## src/rtl/hilo_iter_divider.sv

```systemverilog
// Radix-2 restoring divider for the Execute-stage HILO unit: one quotient bit per cycle,
// 32 busy cycles per operation, with sign correction applied combinationally on the outputs.
module hilo_iter_divider #(
    parameter int WIDTH = 32
) (
    input  logic             clock,
    input  logic             reset,
    input  logic             OP_div,
    input  logic             OP_divu,
    input  logic [WIDTH-1:0] Dividend,
    input  logic [WIDTH-1:0] Divisor,
    output logic [WIDTH-1:0] Quotient,
    output logic [WIDTH-1:0] Remainder,
    output logic             Stall
);

    localparam int CW = $clog2(WIDTH);

    typedef enum logic {
        IDLE = 1'b0,
        BUSY = 1'b1
    } state_t;

    state_t           state, state_next;
    logic [CW-1:0]    count, count_next;
    logic [WIDTH-1:0] quo_sr, quo_sr_next;
    logic [WIDTH-1:0] dvsr, dvsr_next;
    logic [WIDTH-1:0] rem, rem_next;
    logic             neg_q, neg_q_next;
    logic             neg_r, neg_r_next;

    logic             start;
    logic             is_signed;
    logic [WIDTH-1:0] dividend_abs;
    logic [WIDTH-1:0] divisor_abs;
    logic [WIDTH:0]   trial;

    // OP_div wins when both starts are raised together.
    assign start     = OP_div | OP_divu;
    assign is_signed = OP_div;

    // The most negative value negates to itself and is then read as an unsigned magnitude.
    assign dividend_abs = (is_signed && Dividend[WIDTH-1]) ? -Dividend : Dividend;
    assign divisor_abs  = (is_signed && Divisor[WIDTH-1])  ? -Divisor  : Divisor;

    // Bit WIDTH of the trial subtraction is the borrow: set means the divisor did not fit.
    assign trial = {rem, quo_sr[WIDTH-1]} - {1'b0, dvsr};

    // NOTE: sequential state uses non-blocking assignments so every flop samples pre-edge values.
    always_ff @(posedge clock or negedge reset) begin
        if (!reset) begin
            state <= IDLE;
        end else begin
            state <= state_next;
        end
    end

    // NOTE: every output of this block gets a default first, so no path can infer a latch.
    always_comb begin
        state_next  = state;
        count_next  = count;
        quo_sr_next = quo_sr;
        dvsr_next   = dvsr;
        rem_next    = rem;
        neg_q_next  = neg_q;
        neg_r_next  = neg_r;

        case (state)
            IDLE: begin
                if (start) begin
                    quo_sr_next = dividend_abs;
                    dvsr_next   = divisor_abs;
                    rem_next    = '0;
                    count_next  = CW'(WIDTH - 1);
                    neg_q_next  = is_signed & (Dividend[WIDTH-1] ^ Divisor[WIDTH-1]);
                    neg_r_next  = is_signed & Dividend[WIDTH-1];
                    state_next  = BUSY;
                end
            end

            BUSY: begin
                if (!trial[WIDTH]) begin
                    rem_next    = trial[WIDTH-1:0];
                    quo_sr_next = {quo_sr[WIDTH-2:0], 1'b1};
                end else begin
                    rem_next    = {rem[WIDTH-2:0], quo_sr[WIDTH-1]};
                    quo_sr_next = {quo_sr[WIDTH-2:0], 1'b0};
                end
                count_next = count - CW'(1);
                if (count == '0) begin
                    state_next = IDLE;
                end
            end

            default: begin
                state_next = IDLE;
            end
        endcase
    end

    always_ff @(posedge clock or negedge reset) begin
        if (!reset) begin
            count  <= '0;
            quo_sr <= '0;
            dvsr   <= '0;
            rem    <= '0;
            neg_q  <= 1'b0;
            neg_r  <= 1'b0;
        end else begin
            count  <= count_next;
            quo_sr <= quo_sr_next;
            dvsr   <= dvsr_next;
            rem    <= rem_next;
            neg_q  <= neg_q_next;
            neg_r  <= neg_r_next;
        end
    end

    assign Stall     = (state == BUSY);
    assign Quotient  = neg_q ? -quo_sr : quo_sr;
    assign Remainder = neg_r ? -rem    : rem;

endmodule
```

## config.mk

```make
export PLATFORM = sky130hd
export DESIGN_NAME = hilo_iter_divider
export DESIGN_NICKNAME = d
export VERILOG_FILES = /design/src/rtl/hilo_iter_divider.sv
export SDC_FILE = /design/constraint.sdc
export NUM_CORES = 1
export LEC_CHECK = 0
export ABC_AREA = 1
export BUFFER_PORTS_ARGS = -buffer_cell sky130_fd_sc_hd__buf_2
export CAP_MARGIN = 20
export CORE_MARGIN = 5
export CORE_UTILIZATION = 25
export DETAILED_ROUTE_END_ITERATION = 8
export HOLD_SLACK_MARGIN = 0.1
export PLACE_DENSITY = 0.46
export REMOVE_ABC_BUFFERS = 1
export SYNTH_ARGS = -nofsm -noshare
export SYNTH_HDL_FRONTEND = slang
export SYNTH_SLANG_ARGS = --single-unit
```

## constraint.sdc

```tcl
create_clock -name clock -period 1.99 [get_ports clock]
set_input_delay 0 -clock clock [delete_from_list [all_inputs] [get_ports clock]]
set_output_delay 0 -clock clock [all_outputs]
set_load 0.02 [all_outputs]
```

==> results.py <==
metrics = {
    "run_status": {
        "outcome": "complete, but fails checks",
        "violations": "setup timing",
    },
    "global_routing": {
        "track_usage_pct": 19.08,
        "grt_pass1_wl_um": 71480,
        "antenna_found_initial": 2,
        "first_global_vias": 13140,
        "grt-ovfl-total": 0,
        "grt_max_degree": 40,
    },
    "routing": {
        "dr.pass1.iters": 5,
        "ant_nets": 0,
        "wirelength_um": 45780,
        "vias_per_cell": 4.610,
        "vias": 12748,
        "wire_per_inst_um": 16.56,
        "drc": 0,
        "drt_iter0_drc": 539,
    },
    "setup_path": {
        "path_class": "flip-flop to output pin",
        "rrSetupSlack_ps": -340,
        "worst_ep_required_time_ps": 1990,
        "crit_path_max_fanout": 3,
        "cp-end-kind": "output pin",
        "cp.arrival_ps": 2340,
        "setup.worst_path.start_class": "flip-flop",
    },
    "die": {
        "core_area_um2": 41950,
        "num_rows": 75,
        "start_util_pct": 25.25,
        "ios": 133,
        "die_h_um": 215.8,
        "die-area_um2": 46580,
        "die_x_um": 215.8,
    },
    "clock_tree": {
        "clkLatencyLatePin_ps": 370,
        "htreeDepth": 3,
        "cts-root-buf": "clkbuf_16",
        "cts_made_buffers": 9,
        "cts_num_sinks": 104,
        "cts_tree": "done",
        "cts_max_path_buffers": 2,
        "clk_pin_slew_ps": 100,
    },
    "layout": {
        "fillCellCount": 4305,
        "stdcell_area_um2": 17460,
        "area_delta_synth_final_pct": 64.87,
        "final_net_count": 2326,
        "drive_gt1_share_pct": 36.56,
    },
    "synthesis": {
        "ys_ff_latch": 104,
        "synth_warnings": 0,
        "synth_edf_count": 0,
        "synth_cells": 1726,
        "async_reset_ff_share_pct": 100.0,
        "syn_area_um2": 10590,
        "yosys_most_used_dff": "dfrtp_1",
        "ys_seq_area_share_pct": 24.57,
        "synth_cell_types": 49,
        "synth_area_per_cell_um2": 6.136,
    },
    "timing": {
        "final_hold_viol_count": 0,
        "fin_crit_ps": 2341,
        "fin_ws_ps": -350.9,
        "grt_setup_unrepaired": "true",
        "clock.fmax_mhz": 427.2,
        "max_slew_margin_pct": 67.60,
        "setup_tns_ps": -16930,
        "tightest_slew_ps": 486.0,
        "maxSlewViolCount": 0,
        "setup_viol": 73,
        "period_share_pct": 117.6,
        "fin_skew_ps": 16.30,
    },
    "placement": {
        "hpwl_um": 35510,
        "placed_area_um2": 13770,
        "gp_congestion": 0.9321,
        "io_buffers": 132,
    },
    "job": {
        "cap_violations": 0,
    },
    "min_path": {
        "hold_class": "input port to async pin",
    },
}
-- sequential cells by signal, indices dropped and copies added (netlist names) --
signal and count:
Stall 1, count 5, dvsr 32, neg_q 1, neg_r 1, quo_sr 32, rem 32
-- metrics by stage --
| stage | util, % | setup slack, ps | instances | hold WS, ps |
|---|---|---|---|---|
| floorplan | - | -1724 | 1680 | -295.6 |
| global placement | 32.83 | -383.4 | 2617 | -4.227 |
| detailed placement | 32.83 | -415.8 | 2617 | -9.898 |
| CTS | 39.31 | -360.4 | 2747 | 108.3 |
| global route | 41.63 | -483.0 | 2765 | 165.4 |
| finish | 41.63 | -350.9 | 2765 | 112.7 |
-- path summary, 6_finish.rpt --
kind,start,end,cells after the start
min in group clock,Dividend[1],quo_sr[1],5
hold reg to reg,count[4],count[4],1
setup reg to reg,rem[1],rem[13],17
hold / removal,reset,quo_sr[5],2
max in group asynchronous,reset,rem[4],3
setup / recovery,quo_sr[0],Quotient[24],13
-- cells in the mapped netlist, types with 2 or more instances --
| library cell | count | area [um2] |
|---|---|---|
| o31ai_1 | 3 | 22.52 |
| inv_2 | 5 | 18.77 |
| nor3_2 | 2 | 20.02 |
| buf_4 | 4 | 30.03 |
| buf_6 | 4 | 45.04 |
| o22ai_1 | 14 | 87.58 |
| nand3b_1 | 15 | 112.6 |
| nand4_1 | 24 | 150.1 |
| nor4_1 | 5 | 31.28 |
| nor2_1 | 159 | 596.8 |
| xnor2_1 | 15 | 131.4 |
| nor3_1 | 17 | 85.08 |
| nor2_2 | 4 | 25.02 |
| nand2_4 | 7 | 78.83 |
| inv_1 | 271 | 1017 |
| buf_2 | 5 | 25.02 |
| nand3_1 | 162 | 810.8 |
| nand3_2 | 8 | 80.08 |
| o221ai_1 | 13 | 113.9 |
| a31oi_1 | 7 | 43.79 |
| or2_2 | 5 | 31.28 |
| ha_1 | 38 | 475.5 |
| o211ai_1 | 4 | 30.03 |
| clkbuf_1 | 31 | 116.4 |
| o21ai_1 | 2 | 10.01 |
| o21ai_0 | 76 | 380.4 |
| nand2_2 | 16 | 100.1 |
| o21a_1 | 2 | 15.01 |
| xor2_1 | 88 | 770.7 |
| a21o_1 | 2 | 15.01 |
| o21ai_2 | 2 | 17.52 |
| nor2_4 | 2 | 22.52 |
| and3_1 | 2 | 12.51 |
| o21bai_1 | 15 | 112.6 |
| dfrtp_1 | 104 | 2603 |
| a21oi_1 | 37 | 185.2 |
| nand2_1 | 543 | 2038 |
| and2_1 | 2 | 12.51 |
-- per-layer routing --
layer | GRT usage (%) | share of wire [%] | vias up
li1 | - | - | 6442
met1 | 22.85 | 42 | 6035
met2 | 36.59 | 53 | 218
met3 | 1.766 | 2.9 | 53
met4 | 4.502 | 2.1 | 0
met5 | 0 | 0 | -
-- final cells by class --
class	count	area [um2]	share of cell area, %
timing repair buffer	527	4439	25.42
multi-input combinational	1300	8359	47.87
inverter	277	1064	6.091
clock buffer	10	239.0	1.369
sequential	104	2611	14.95
antenna	2	5.005	0.02866
clock inverter	6	70.07	0.4013
tap	539	674.4	3.862
-- kinds of logic after synthesis --
kind of cell             share of synthesized area [%]
AND/OR/NAND/NOR                                  40.08
XOR/XNOR                                         8.517
flip-flops                                       24.57
buffers and inverters                            12.08
adder cells (fa/ha/maj)                          4.678
AO/OA/AOI/OAI                                    10.06
-- what timing repair did --
| item | 4_1_cts | 5_1_grt |
|---|---|---|
| cloned | 6 | 0 |
| buffers inserted | 51 | 22 |
| pin swaps | 81 | 113 |
| hold endpoints to repair | 162 | 0 |
| resized for setup | 323 | 193 |
| hold buffers | 60 | 0 |
| endpoints found under the setup margin | 78 | 83 |
-- layout by cell type, fill, tap and decap left out, types with 14 or more instances in the layout --
master,Yosys,final
buf_2,5,81
xnor2_1,15,15
o21ai_0,76,59
o22ai_1,14,14
buf_12,1,15
inv_1,271,234
nand2_2,16,51
a21oi_1,37,29
nand3_1,162,98
dfrtp_1,104,97
nand4_1,24,24
xor2_1,88,72
nor2_1,159,135
nor2_4,2,20
nand3b_1,15,15
buf_6,4,60
o21bai_1,15,15
nand2_1,543,473
dlygate4sd3_1,0,60
nand2_4,7,39
inv_2,5,34
ha_4,0,24
buf_4,4,303
nand3_2,8,61
-- critical path: stages (launching register included) --
cell and delay, ps:
dfrtp_1 400, inv_2 70, buf_4 110, buf_6 90, ha_4 140, nand3_4 90
nor2_4 160, nand3_4 120, inv_4 110, nand3_4 90, o21ai_4 180, buf_6 130
xor2_4 160, buf_6 140
Power is left out: the tool's default activity adds up to more than one toggle a clock period on the data nets, which glitch-free logic cannot reach.
